File: src/rtl/mem_access_unit.sv
// MEM-stage load/store sequencer for a big-endian, word-wide data memory.
// Sub-word stores are done as read-modify-write; sub-word loads are lane-extracted and extended.
module mem_access_unit #(
    parameter int unsigned MEM_BYTES = 1024
) (
    input  logic        clk,
    input  logic        resetn,
    input  logic        req_valid,
    input  logic        req_write,
    input  logic [1:0]  req_size,
    input  logic        req_signed,
    input  logic [31:0] req_addr,
    input  logic [31:0] req_wdata,
    output logic        stall,
    output logic [31:0] load_data,
    output logic        fault,
    output logic [31:0] mem_addr,
    output logic [31:0] mem_wdata,
    output logic        mem_we,
    input  logic [31:0] mem_rdata
);

    localparam logic [2:0] S_IDLE     = 3'd0;
    localparam logic [2:0] S_RD_WAIT  = 3'd1;
    localparam logic [2:0] S_RMW_WAIT = 3'd2;
    localparam logic [2:0] S_WR       = 3'd3;
    localparam logic [2:0] S_DONE     = 3'd4;

    logic [2:0]  state_q, state_d;
    logic [31:0] mem_addr_q, mem_addr_d;
    logic [31:0] mem_wdata_q, mem_wdata_d;
    logic        mem_we_q, mem_we_d;
    logic [31:0] load_data_q, load_data_d;
    logic        fault_q, fault_d;

    logic [1:0]  bytes_m1;
    logic [32:0] last_addr;
    logic        bad_req;
    logic [7:0]  lane8;
    logic [15:0] lane16;
    logic [31:0] ext_data;
    logic [31:0] merged;

    // Last byte touched, computed one bit wider so addresses near 2^32 cannot wrap into range.
    always_comb begin
        case (req_size)
            2'b00:   bytes_m1 = 2'd0;
            2'b01:   bytes_m1 = 2'd1;
            default: bytes_m1 = 2'd3;
        endcase
        last_addr = {1'b0, req_addr} + {31'b0, bytes_m1};
        bad_req   = (req_size == 2'b11)
                  || (req_size == 2'b01 && req_addr[0])
                  || (req_size == 2'b10 && req_addr[1:0] != 2'b00)
                  || (last_addr >= 33'(MEM_BYTES));
    end

    // Big-endian lanes: byte offset 0 is the most significant byte.
    always_comb begin
        case (req_addr[1:0])
            2'd0:    lane8 = mem_rdata[31:24];
            2'd1:    lane8 = mem_rdata[23:16];
            2'd2:    lane8 = mem_rdata[15:8];
            default: lane8 = mem_rdata[7:0];
        endcase
        lane16 = req_addr[1] ? mem_rdata[15:0] : mem_rdata[31:16];

        case (req_size)
            2'b00:   ext_data = {{24{req_signed & lane8[7]}}, lane8};
            2'b01:   ext_data = {{16{req_signed & lane16[15]}}, lane16};
            default: ext_data = mem_rdata;
        endcase

        merged = mem_rdata;
        if (req_size == 2'b00) begin
            case (req_addr[1:0])
                2'd0:    merged[31:24] = req_wdata[7:0];
                2'd1:    merged[23:16] = req_wdata[7:0];
                2'd2:    merged[15:8]  = req_wdata[7:0];
                default: merged[7:0]   = req_wdata[7:0];
            endcase
        end else if (req_addr[1]) begin
            merged[15:0] = req_wdata[15:0];
        end else begin
            merged[31:16] = req_wdata[15:0];
        end
    end

    always_comb begin
        // NOTE: every _d starts from its _q so no path through the case leaves a latch behind.
        state_d     = state_q;
        mem_addr_d  = mem_addr_q;
        mem_wdata_d = mem_wdata_q;
        mem_we_d    = mem_we_q;
        load_data_d = load_data_q;
        fault_d     = fault_q;

        case (state_q)
            S_IDLE: begin
                if (req_valid) begin
                    load_data_d = 32'h0;
                    if (bad_req) begin
                        fault_d = 1'b1;
                        state_d = S_DONE;
                    end else begin
                        fault_d    = 1'b0;
                        mem_addr_d = {req_addr[31:2], 2'b00};
                        if (!req_write) begin
                            state_d = S_RD_WAIT;
                        end else if (req_size == 2'b10) begin
                            mem_wdata_d = req_wdata;
                            mem_we_d    = 1'b1;
                            state_d     = S_WR;
                        end else begin
                            state_d = S_RMW_WAIT;
                        end
                    end
                end
            end
            S_RD_WAIT: begin
                load_data_d = ext_data;
                state_d     = S_DONE;
            end
            S_RMW_WAIT: begin
                mem_wdata_d = merged;
                mem_we_d    = 1'b1;
                state_d     = S_WR;
            end
            S_WR: begin
                mem_we_d = 1'b0;
                state_d  = S_DONE;
            end
            S_DONE:  state_d = S_IDLE;
            default: state_d = S_IDLE;
        endcase
    end

    // NOTE: sequential state uses non-blocking assignments; reset clears every output flop asynchronously.
    always_ff @(posedge clk or negedge resetn) begin
        if (!resetn) begin
            state_q     <= S_IDLE;
            mem_addr_q  <= 32'h0;
            mem_wdata_q <= 32'h0;
            mem_we_q    <= 1'b0;
            load_data_q <= 32'h0;
            fault_q     <= 1'b0;
        end else begin
            state_q     <= state_d;
            mem_addr_q  <= mem_addr_d;
            mem_wdata_q <= mem_wdata_d;
            mem_we_q    <= mem_we_d;
            load_data_q <= load_data_d;
            fault_q     <= fault_d;
        end
    end

    assign stall     = req_valid & (state_q != S_DONE);
    assign load_data = load_data_q;
    assign fault     = fault_q;
    assign mem_addr  = mem_addr_q;
    assign mem_wdata = mem_wdata_q;
    assign mem_we    = mem_we_q;

endmodule

File: config.mk
export PLATFORM = sky130hd
export DESIGN_NAME = mem_access_unit
export DESIGN_NICKNAME = d
export VERILOG_FILES = /design/src/rtl/mem_access_unit.sv
export SDC_FILE = /design/constraint.sdc
export NUM_CORES = 1
export LEC_CHECK = 0
export ABC_CLOCK_PERIOD_IN_PS = 5600
export BUFFER_PORTS_ARGS = -buffer_cell sky130_fd_sc_hd__buf_2
export CAP_MARGIN = 40
export CORE_MARGIN = 3
export CORE_UTILIZATION = 39
export DETAILED_ROUTE_END_ITERATION = 12
export PLACE_DENSITY = 0.67
export SLEW_MARGIN = 20
export SYNTH_ARGS = -nofsm -noshare
export SYNTH_HDL_FRONTEND = slang
export SYNTH_SLANG_ARGS = --single-unit
export TNS_END_PERCENT = 30
File: constraint.sdc
create_clock -name clk -period 5.6 [get_ports clk]
set_input_delay 0.56 -clock clk [delete_from_list [all_inputs] [get_ports clk]]
set_output_delay 0.56 -clock clk [all_outputs]
set_load 0.03 [all_outputs]
# Yosys cells after proc, flatten, opt, wreduce, memory -nomap -nowiden
# Cells that the tools add are included.
totals:
  register_bits: 99
  in_bits: 103
  out_inout_bits: 99
  elab_cells: 73
classes:
  n_addsub: 1
  order_cmp: 1
  eq_ne: 13
  muxes: 29
  bitwise_logic: 4
  n_reduce_logical: 19
ops:
  columns: ["operator", "n"]
  rows:
  - ["32-bit 2-to-1 mux", 6]
  - ["32-bit one-hot mux with 2 select lines", 3]
  - ["16-bit 2-to-1 mux", 3]
  - ["32-bit by 2-bit adder with 33-bit output", 1]
  - ["33-bit by 11-bit >= comparator with 1-bit output, second input constant", 1]
  - ["8-bit 2-to-1 mux", 4]
  - ["8-bit one-hot mux with 3 select lines", 1]
  - ["5-bit AND reduction", 2]
  - ["3-bit one-hot mux with 3 select lines", 1]
  - ["2-bit != test, second input constant", 4]
  - ["2-bit == test, second input constant", 3]
  - ["3-bit by 2-bit == test with 1-bit output, second input constant", 2]
  - ["1-bit 2-to-1 mux", 6]
  - ["3-bit 2-to-1 mux", 2]
  - ["2-bit nonzero test", 3]
  - ["2-bit by 1-bit == test with 1-bit output, second input constant", 2]
  - ["2-bit zero test", 2]
  - ["2-bit one-hot mux with 2 select lines", 1]
  - ["2-bit AND reduction", 2]
  - ["1-bit bitwise AND", 3]
  - ["3-bit by 1-bit == test with 1-bit output, second input constant", 1]
  - ["3-bit zero test", 1]
  - ["1-bit logical OR", 3]
  - ["3-bit != test, second input constant", 1]
  - ["other kinds (8)", 9]

# Longest topological paths before layout
# Gate-level depths: netlist of the first run.
depth:
  ltp_word: 8
  ltp_mapped: 16
  ltp_nobuf: 14

# Worst setup path after synthesis of the first run
# No wires, ideal clock.
synth_path:
  path_kind: "input to register"
  start: "input port req_addr[1]"
  end: "register mem_wdata_q[0] (netlist: mem_wdata[0])"
  setup_time_ns: 0.125
  t_arrival_ns: 4.171
  required_time_ns: 5.475
  setup_slack_ns: 1.304
  cell_stages: 15
  path_cell_list: "inv_1 -> clkbuf_1 -> clkbuf_1 -> fa_1 -> clkbuf_1 -> or4_1 -> clkbuf_1 -> or2_0 -> nor4b_1 -> o211ai_1 -> a211oi_2 -> nand3_2 -> o41ai_4 -> buf_6 -> mux2_4"
synth_via:
  elab_chain_len: 6
  elab_cells_between_ends: 16
synth_rtl:
  columns: ["item", "line_no", "source"]
  rows:
  - ["from (decl)", "12", "input logic [31:0] req_addr,"]
  - ["parallel branches: the longest is 6 deep, another holds 32-bit by 2-bit adder with 33-bit output", null, null]
  - ["to (signal assigned)", "150", "mem_wdata_q <= mem_wdata_d;"]
  - ["to (decl)", "31", "logic [31:0] mem_wdata_q, mem_wdata_d;"]
# Parallel ways; which one is timed is not known.
# A chain may end at the register's enable or synchronous reset.

# Worst setup path after layout of the first run
layout_path:
  start: "input port req_size[1]"
  end: "register mem_wdata_q[26] (netlist: mem_wdata[26])"
layout_via:
  elab_chain_len: 7
  elab_cells_between_ends: 17
layout_rtl:
  columns: ["item", "line_no", "source"]
  rows:
  - ["from (decl)", "10", "input logic [1:0] req_size,"]
  - ["2-bit by 1-bit == test with 1-bit output / 2-bit zero test (equally long branches)", "46, 53, 75", null]
  - ["2-bit one-hot mux with 2 select lines / 1-bit logical AND (equally long branches)", "46, 53", null]
  - ["32-bit by 2-bit adder with 33-bit output / 1-bit logical OR (equally long branches)", "51, 53", null]
  - ["33-bit by 11-bit >= comparator with 1-bit output / 1-bit logical OR (equally long branches)", "55, 54", null]
  - ["1-bit logical OR", "55", "|| (last_addr >= 33'(MEM_BYTES));"]
  - ["2-bit != test (no line)", null, null]
  - ["5-bit AND reduction (no line)", null, null]
# Several ways; a longest one is shown, not always the timed one.

==> flow_summary.ini, run 1 <==
[status]
outcome = finished, final reports clean

[setup_path]
crit_required_ps = 5850
cp-start-kind = input port
path_class = input port to flop
endpoint_kind = flop
path_max_fanout = 33
worstPathArrival_ps = 4780
r2r_slack_ps = 3420

[logic_synthesis]
synthArstFlopShare = 1.00
yosys_warnings = 0
synth_area_um2 = 5720
avgSynthCellArea_um2 = 9.47
synthCells = 604
ys_seq_area_frac = 0.433
ys_ff_latch = 99
synth_edf_count = 0
synth_ff_type = dfrtp_1
synth_cell_types = 61

[sta]
drv_slew = 0
max_slew_margin = 0.458
timing.final.crit_share = 0.809
setup_violations = 0
rsz0062_at_grt = false
tns_ps = 0
fmax_mhz = 221
worst_slew_pin_slew_ps = 810
hold_viol = 0
final.min_clock_period_ps = 4530
finClkSkew_ps = 11.5

[floorplanning]
core_area_um2 = 14100
die_h_um = 127
io_pins = 202
start_util = 0.406
dieWidth_um = 127
dieArea_um2 = 16200
rows = 43

[final_layout]
layout_common_cells = buf_2, nand2_1, dfrtp_1
num-fill-cells = 1359
syn2layout_area_growth_pct = 25.4
drive_gt1_frac = 0.369
nets = 897
stdcell_count = 976
mostFrequentLayoutCell = buf_2
diodes = 0
post-route-cell-area_um2 = 7170

[grt]
grt_pass1_vias = 4923
gr-usage-all-layers = 0.225
antenna_found_initial = 2
grt_overflow = 0
grt_first_pass_wirelength_um = 28100
grt_start_max_net_pins = 44

[drt]
vias = 5299
first_pass_iters = 5
routed_via_density = 5.43
wl_per_cell_um = 18.8
routed_wl_um = 18300
route.detailed.drc = 0
ant_nets = 0
first_iter_violations = 414

[clocking]
post_cts_buffers = 0
cts_tree = done
clockRootBuffer = clkbuf_16
holdBufCountCts = 0
clock_sinks = 99
cts_buffers = 9
cts-resized-gates = 0
clk_pin_slew_ps = 80
htree_levels = 3
cts_buffer_depth = 2
worstSkewPairLatency_ps = 360

[pwr]
p_leak_nw = 3.76
ir_worst_vdd_mv = 0.162
p_per_area_nw_per_um2 = 229

[placement]
portBuffers = 199
gp_routability_congestion = 0.914
place_hpwl_um = 14000
placed_area_um2 = 6870
dp.cells = 958

[run]
drv_cap = 0

[worst_hold_path]
hold_class = input port to async pin
[layer usage]
metal | global-route usage | vias up | routed length [um]
li1 | - | 2532 | -
met1 | 0.317 | 2483 | 7930
met2 | 0.347 | 259 | 8370
met3 | 0.0556 | 21 | 1750
met4 | 0.0631 | 4 | 232
met5 | 0 | - | 32
[registers in the layout (all words and copies together) (netlist names)]
register	count
load_data	32
mem_wdata	32
mem_we	1
state_q	3
fault	1
mem_addr	30
[worst max-delay path, cell delays in order]
cell,delay (ps)
buf_2,350
nor2_1,110
inv_1,100
ha_1,190
inv_1,60
fa_1,490
or4_1,670
nor4_1,410
o21ai_0,160
a22o_1,240
a211oi_2,260
nand3_2,180
o41ai_4,290
buf_12,300
mux2_2,360
[layout make-up]
cell class / instances / area, um2 / share of cell area
clock buffers: 9 / 225 / 0.0314
clock inverters: 7 / 58.8 / 0.00820
repair buffers: 210 / 1100 / 0.154
multi-input cells: 449 / 3000 / 0.418
flip-flops and latches: 99 / 2480 / 0.345
inverters: 22 / 82.6 / 0.0115
well taps: 180 / 225 / 0.0314
[cells by family (layout without fill, tap and decap cells)]
group | count (synthesis) | count (layout) | share of synthesized area
AO/OA/AOI/OAI | 141 | 141 | 0.159
flip-flops | 99 | 99 | 0.433
multiplexers | 69 | 69 | 0.154
buffers and inverters | 57 | 248 | 0.0440
AND/OR/NAND/NOR | 229 | 229 | 0.193
other | 1 | 2 | 0.000656
XOR/XNOR | 5 | 5 | 0.00766
adder cells (fa/ha/maj) | 3 | 3 | 0.00788
[power breakdown]
group          leakage [nW]  total [mW]  switching (mW)  internal, mW
Sequential             1.29       0.747          0.0129         0.734
Clock                 0.139       0.609           0.300         0.310
Combinational          2.32       0.287           0.180         0.108
[path summary, 6_finish.rpt]
check | startpoint | endpoint | depth (start not counted)
worst max-delay path | req_size[1] | mem_wdata[26]$_DFFE_PN0P_ | 15
worst min-delay path | resetn | mem_addr[3]$_DFFE_PN0P_ | 1
worst max register to register | state_q[2]$_DFFE_PN0P_ | mem_wdata[7]$_DFFE_PN0P_ | 6
worst min register to register | load_data[5]$_DFFE_PN0P_ | load_data[5]$_DFFE_PN0P_ | 2
max in group asynchronous | resetn | mem_wdata[10]$_DFFE_PN0P_ | 3
min in group clk | load_data[5]$_DFFE_PN0P_ | load_data[5]$_DFFE_PN0P_ | 2
[through the flow]
| stage | power (mW) | worst slack, ps | hold slack (ps) | util |
|---|---|---|---|---|
| 6_report | 1.64 | 1070 | 75.2 | 0.509 |
| 5_1_grt | 1.72 | 803 | 82.8 | 0.509 |
| 4_1_cts | 1.66 | 1140 | 70.1 | 0.508 |
| 3_5_place_dp | 1.05 | 764 | 451 | 0.488 |
| 3_3_place_gp | 1.04 | 879 | 448 | 0.486 |
| 2_1_floorplan | 0.913 | 1300 | 264 | - |
[synth_stat cells, types with 9 or more instances]
library cell  count  share of area
mux2_4           29          0.076
nand3_1          11         0.0096
nor3_1           12          0.011
a31oi_1          13          0.014
dfrtp_1          99           0.43
clkbuf_1         26          0.017
and2_1           22          0.024
nand2_1         126          0.083
mux2_2           27          0.053
inv_1            21          0.014
nor2_1           19          0.012
a21oi_1          11         0.0096
o22ai_1           9         0.0098
mux2i_1          12          0.021
and3_1            9         0.0098
o21ai_0          59          0.052
(Power assumes the default switching activity.)
==> run 2: changes to the inputs <==
--- a/config.mk
+++ b/config.mk
@@ -5,13 +5,13 @@
 export SDC_FILE = /design/constraint.sdc
 export NUM_CORES = 1
 export LEC_CHECK = 0
-export ABC_CLOCK_PERIOD_IN_PS = 5600
+export ABC_CLOCK_PERIOD_IN_PS = 3800
 export BUFFER_PORTS_ARGS = -buffer_cell sky130_fd_sc_hd__buf_2
 export CAP_MARGIN = 40
 export CORE_MARGIN = 3
 export CORE_UTILIZATION = 39
 export DETAILED_ROUTE_END_ITERATION = 12
-export PLACE_DENSITY = 0.67
+export PLACE_DENSITY = 0.7
 export SLEW_MARGIN = 20
 export SYNTH_ARGS = -nofsm -noshare
 export SYNTH_HDL_FRONTEND = slang
==> constraint.sdc (replaced) <==
create_clock -name clk -period 3.8 [get_ports clk]
set_input_delay 0.38 -clock clk [delete_from_list [all_inputs] [get_ports clk]]
set_output_delay 0.38 -clock clk [all_outputs]
set_load 0.03 [all_outputs]
==> flow_summary.ini, run 2 (same netlist as run 1, synthesis figures left out) <==
[drt]
routed_wl_um = 18400
first_iter_violations = 330
wl_per_cell_um = 18.4
routed_via_density = 5.48
first_pass_iters = 5
route.detailed.drc = 0
ant_nets = 0
vias = 5471

[status]
outcome = finished, final reports clean

[final_layout]
nets = 919
post-route-cell-area_um2 = 7390
layout_common_cells = buf_2, nand2_1, dfrtp_1
num-fill-cells = 1351
drive_gt1_frac = 0.392
syn2layout_area_growth_pct = 29.3
mostFrequentLayoutCell = buf_2

[sta]
setup_violations = 0
worst_slew_pin_slew_ps = 886
timing.final.crit_share = 0.944
rsz0062_at_grt = false
fmax_mhz = 279
hold_viol = 0
drv_slew = 0
finClkSkew_ps = 5.53
max_slew_margin = 0.407
final.min_clock_period_ps = 3590

[pwr]
p_leak_nw = 3.87
p_per_area_nw_per_um2 = 322
ir_worst_vdd_mv = 0.237
finalPower_mw = 2.38

[clocking]
clk_pin_slew_ps = 70
clockRootBuffer = clkbuf_16
worstSkewPairLatency_ps = 350
htree_levels = 3
clock_sinks = 99
cts_buffer_depth = 2
cts_buffers = 9
cts_tree = done

[setup_path]
crit_chain = buf_2 -> nor2_4 -> inv_2 -> ha_4 -> inv_2 -> fa_2 -> or4_1 -> buf_4 -> nor4_2 -> o21ai_0 -> a22o_1 -> a211oi_4 -> nand3_2 -> o41ai_4 -> buf_6 -> buf_12 -> mux2_2
r2r_slack_ps = 1460
path_class = input port to flop
worstPathArrival_ps = 3830
endpoint_kind = flop
path_max_fanout = 7
reg2regPathDepth = 7
crit_required_ps = 4040
reg2reg_from = state_q[2]$_DFFE_PN0P_
cp_common_cell = inv_2
critPathMaxStageDelay_ps = 550
r2r-end = mem_wdata[26]$_DFFE_PN0P_
critPathSlowestCell = or4_1
cp-start-kind = input port

[grt]
grt_overflow = 0
grt_first_pass_wirelength_um = 28100
gr-usage-all-layers = 0.221
grt_pass1_vias = 5220
grt_start_max_net_pins = 47
antenna_found_initial = 4

[placement]
gp_routability_congestion = 0.910
place_hpwl_um = 14300
portBuffers = 199
placed_area_um2 = 7090

[floorplanning]
start_util = 0.406
dieArea_um2 = 16200
rows = 43
die_h_um = 127
dieWidth_um = 127
core_area_um2 = 14100
io_pins = 202

[run]
drv_cap = 0

[worst_hold_path]
hold_path_depth = 3
min_to = load_data[20]$_DFFE_PN0P_
hold_path.startpoint = mem_rdata[20]
hold_class = input port to flop
==> run 2: repair_timing <==
item / 4_1_cts / 5_1_grt
hold buffers: 1 / 0
setup endpoints to repair: 0 / 31
buffers inserted: 0 / 0
gates resized for setup: 0 / 5
hold endpoints to repair: 25 / 0
==> run 2: critical path: cells and delay by family <==
| kind | cells | cell delay (ps) |
|---|---|---|
| buf+inv | 6 | 710 |
| mux | 1 | 330 |
| fa+ha+maj | 2 | 510 |
| compound gates | 4 | 980 |
| simple gates | 4 | 910 |
==> run 2: routing by layer <==
| metal | global-route usage | share of wire | wire length [um] | up-vias |
|---|---|---|---|---|
| li1 | - | - | - | 2576 |
| met1 | 0.287 | 0.41 | 7620 | 2594 |
| met2 | 0.358 | 0.47 | 8660 | 262 |
| met3 | 0.0686 | 0.092 | 1700 | 31 |
| met4 | 0.0612 | 0.018 | 339 | 8 |
| met5 | 0 | 0.0023 | 42 | - |
==> run 2: how the worst max path moves through the flow <==
stage | from | to | depth (start not counted)
after global routing | req_size[1] | mem_wdata[26]$_DFFE_PN0P_ | 16
after CTS | req_size[0] | mem_wdata[4]$_DFFE_PN0P_ | 16
after detailed placement | req_size[1] | mem_wdata[2]$_DFFE_PN0P_ | 16
after floorplan | req_size[1] | mem_wdata[0]$_DFFE_PN0P_ | 16
after global placement | req_size[1] | mem_wdata[4]$_DFFE_PN0P_ | 16
final | req_size[0] | mem_wdata[26]$_DFFE_PN0P_ | 17
==> run 2: area by class of cell <==
| class | instances | area, um2 | area share |
|---|---|---|---|
| diodes | 1 | 2.50 | 0.000338 |
| clock buffers | 12 | 236 | 0.0320 |
| clock inverters | 4 | 26.3 | 0.00355 |
| inverters | 22 | 86.3 | 0.0117 |
| multi-input cells | 449 | 3040 | 0.411 |
| flip-flops and latches | 99 | 2480 | 0.335 |
| well taps | 180 | 225 | 0.0305 |
| repair buffers | 232 | 1300 | 0.176 |
==> run 2: report_power, final <==
group	total (mW)	internal, mW	switching [mW]
clock	0.845	0.445	0.400
combinational	0.434	0.169	0.265
sequential	1.10	1.08	0.0204
total	2.38	1.70	0.685
==> run 2: through the flow <==
| step | util | std cells | hold WS, ps | setup TNS (ps) | setup WS (ps) |
|---|---|---|---|---|---|
| final | 0.524 | 999 | 308 | 0 | 211 |
| after global routing | 0.524 | 998 | 319 | 0 | 19.5 |
| after CTS | 0.522 | 997 | 290 | 0 | 96.3 |
| after detailed placement | 0.503 | 980 | 323 | -7570 | -273 |
| after global placement | 0.501 | 978 | 446 | -5010 | -192 |
| after floorplan | - | 605 | 84.4 | -4460 | -155 |
==> run 3: changes to the inputs <==
--- a/config.mk
+++ b/config.mk
@@ -8,10 +8,12 @@
 export ABC_CLOCK_PERIOD_IN_PS = 3800
 export BUFFER_PORTS_ARGS = -buffer_cell sky130_fd_sc_hd__buf_2
 export CAP_MARGIN = 40
+export CELL_PAD_IN_SITES_DETAIL_PLACEMENT = 2
+export CELL_PAD_IN_SITES_GLOBAL_PLACEMENT = 2
 export CORE_MARGIN = 3
-export CORE_UTILIZATION = 39
+export CORE_UTILIZATION = 27
 export DETAILED_ROUTE_END_ITERATION = 12
-export PLACE_DENSITY = 0.7
+export PLACE_DENSITY = 0.8
 export SLEW_MARGIN = 20
 export SYNTH_ARGS = -nofsm -noshare
 export SYNTH_HDL_FRONTEND = slang
==> flow_summary.ini, run 3 (same netlist as run 1, synthesis figures left out) <==
[status]
outcome = finished, final reports clean

[sta]
timing.final.crit_share = 0.946
fmax_mhz = 278
hold_viol = 0
finClkSkew_ps = 5.27
rsz0062_at_grt = false
worst_slew_pin_slew_ps = 696
setup_violations = 0
final.min_clock_period_ps = 3590
drv_slew = 0
max_slew_margin = 0.536

[floorplanning]
die_h_um = 152
io_pins = 202
dieArea_um2 = 23000
dieWidth_um = 152
core_area_um2 = 20500
start_util = 0.279
rows = 52

[placement]
portBuffers = 199
placed_area_um2 = 7180
gp_routability_congestion = 0.850
dp.cells = 1066
place_hpwl_um = 18400

[final_layout]
stdcell_count = 1086
syn2layout_area_growth_pct = 31.7
layout_common_cells = buf_2, nand2_1, dfrtp_1
mostFrequentLayoutCell = buf_2
drive_gt1_frac = 0.396
nets = 918
post-route-cell-area_um2 = 7530
num-fill-cells = 2350
diodes = 0
final_util = 0.368

[setup_path]
worstPathArrival_ps = 3830
r2r-end = load_data[27]$_DFFE_PN0P_
reg2reg_from = state_q[2]$_DFFE_PN0P_
cp-start-kind = input port
path_class = input port to flop
endpoint_kind = flop
r2r_slack_ps = 1570
crit_required_ps = 4040
reg2regPathDepth = 6
path_max_fanout = 14

[drt]
first_pass_iters = 4
vias = 5630
ant_nets = 0
first_iter_violations = 193
routed_via_density = 5.18
wl_per_cell_um = 21.8
routed_wl_um = 23700
route.detailed.drc = 0

[clocking]
clockRootBuffer = clkbuf_16
worstSkewPairLatency_ps = 360
cts_buffer_depth = 2
clk_pin_slew_ps = 70
cts_buffers = 9
cts_tree = done
htree_levels = 3
clock_sinks = 99

[worst_hold_path]
hold_class = input port to flop
hold_path_depth = 3
min_to = load_data[20]$_DFFE_PN0P_
hold_path.startpoint = mem_rdata[20]

[pwr]
p_leak_nw = 3.88
finalPower_mw = 2.48
ir_worst_vdd_mv = 0.177
p_per_area_nw_per_um2 = 329

[grt]
grt_pass1_vias = 6196
gr-usage-all-layers = 0.206
grt_overflow = 0
antenna_found_initial = 1
grt_start_max_net_pins = 63
grt_first_pass_wirelength_um = 36000

[run]
drv_cap = 0
-- run 3: worst max-delay path by stage --
stage	start	endpoint	depth (start not counted)
floorplan	req_size[1]	mem_wdata[0]$_DFFE_PN0P_	16
global placement	req_size[1]	mem_wdata[28]$_DFFE_PN0P_	15
detailed placement	req_size[1]	mem_wdata[27]$_DFFE_PN0P_	15
CTS	req_size[1]	mem_wdata[4]$_DFFE_PN0P_	16
global route	req_size[1]	mem_wdata[27]$_DFFE_PN0P_	16
finish	req_size[1]	mem_wdata[26]$_DFFE_PN0P_	16
-- run 3: power breakdown --
part	internal [mW]	switching (mW)
Sequential	1.08	0.0229
Clock	0.450	0.457
Combinational	0.174	0.290
-- run 3: repair_timing --
action	4_1_cts	5_1_grt
gates resized for setup	0	4
endpoints found under the hold margin	0	25
setup buffers	1	1
cloned	1	0
hold buffers	0	1
endpoints found under the setup margin	2	33
pin swaps	1	3
-- run 3: per-layer routing --
metal	wire length, um	vias to the layer above	part of all wire	global-route usage
li1	-	2563	-	-
met1	9820	2841	0.42	0.254
met2	11800	196	0.50	0.366
met3	1570	28	0.067	0.0399
met4	410	2	0.017	0.0535
met5	13	-	0.00055	0
-- run 3: final cells by class --
cell class,count,area (um2),area share
Clock buffer,9,225,0.0299
Clock inverter,6,47.5,0.00631
Inverter,22,86.3,0.0115
Multi-Input combinational cell,449,3040,0.404
Sequential cell,99,2480,0.329
Tap cell,270,338,0.0448
Timing Repair Buffer,231,1320,0.175
-- run 3: critical path, stage by stage --
cell and delay, ps:
buf_2 120, nor2_4 50, inv_2 80, ha_4 140, inv_2 40, fa_2 380, or4_4 580, or2_1 260
nor4b_2 240, o211ai_1 130, a211oi_2 280, nand3_2 170, o41ai_4 230, buf_4 220, buf_12 190, mux2_2 360
-- run 3: metrics by stage --
step / hold slack [ps] / TNS, ps / setup WS (ps)
3_3_place_gp: 446 / -5700 / -220
3_5_place_dp: 458 / -11230 / -407
4_1_cts: 148 / 0 / 37.8
2_1_floorplan: 84.4 / -4460 / -155
6_report: 323 / 0 / 205
5_1_grt: 326 / 0 / 8.35
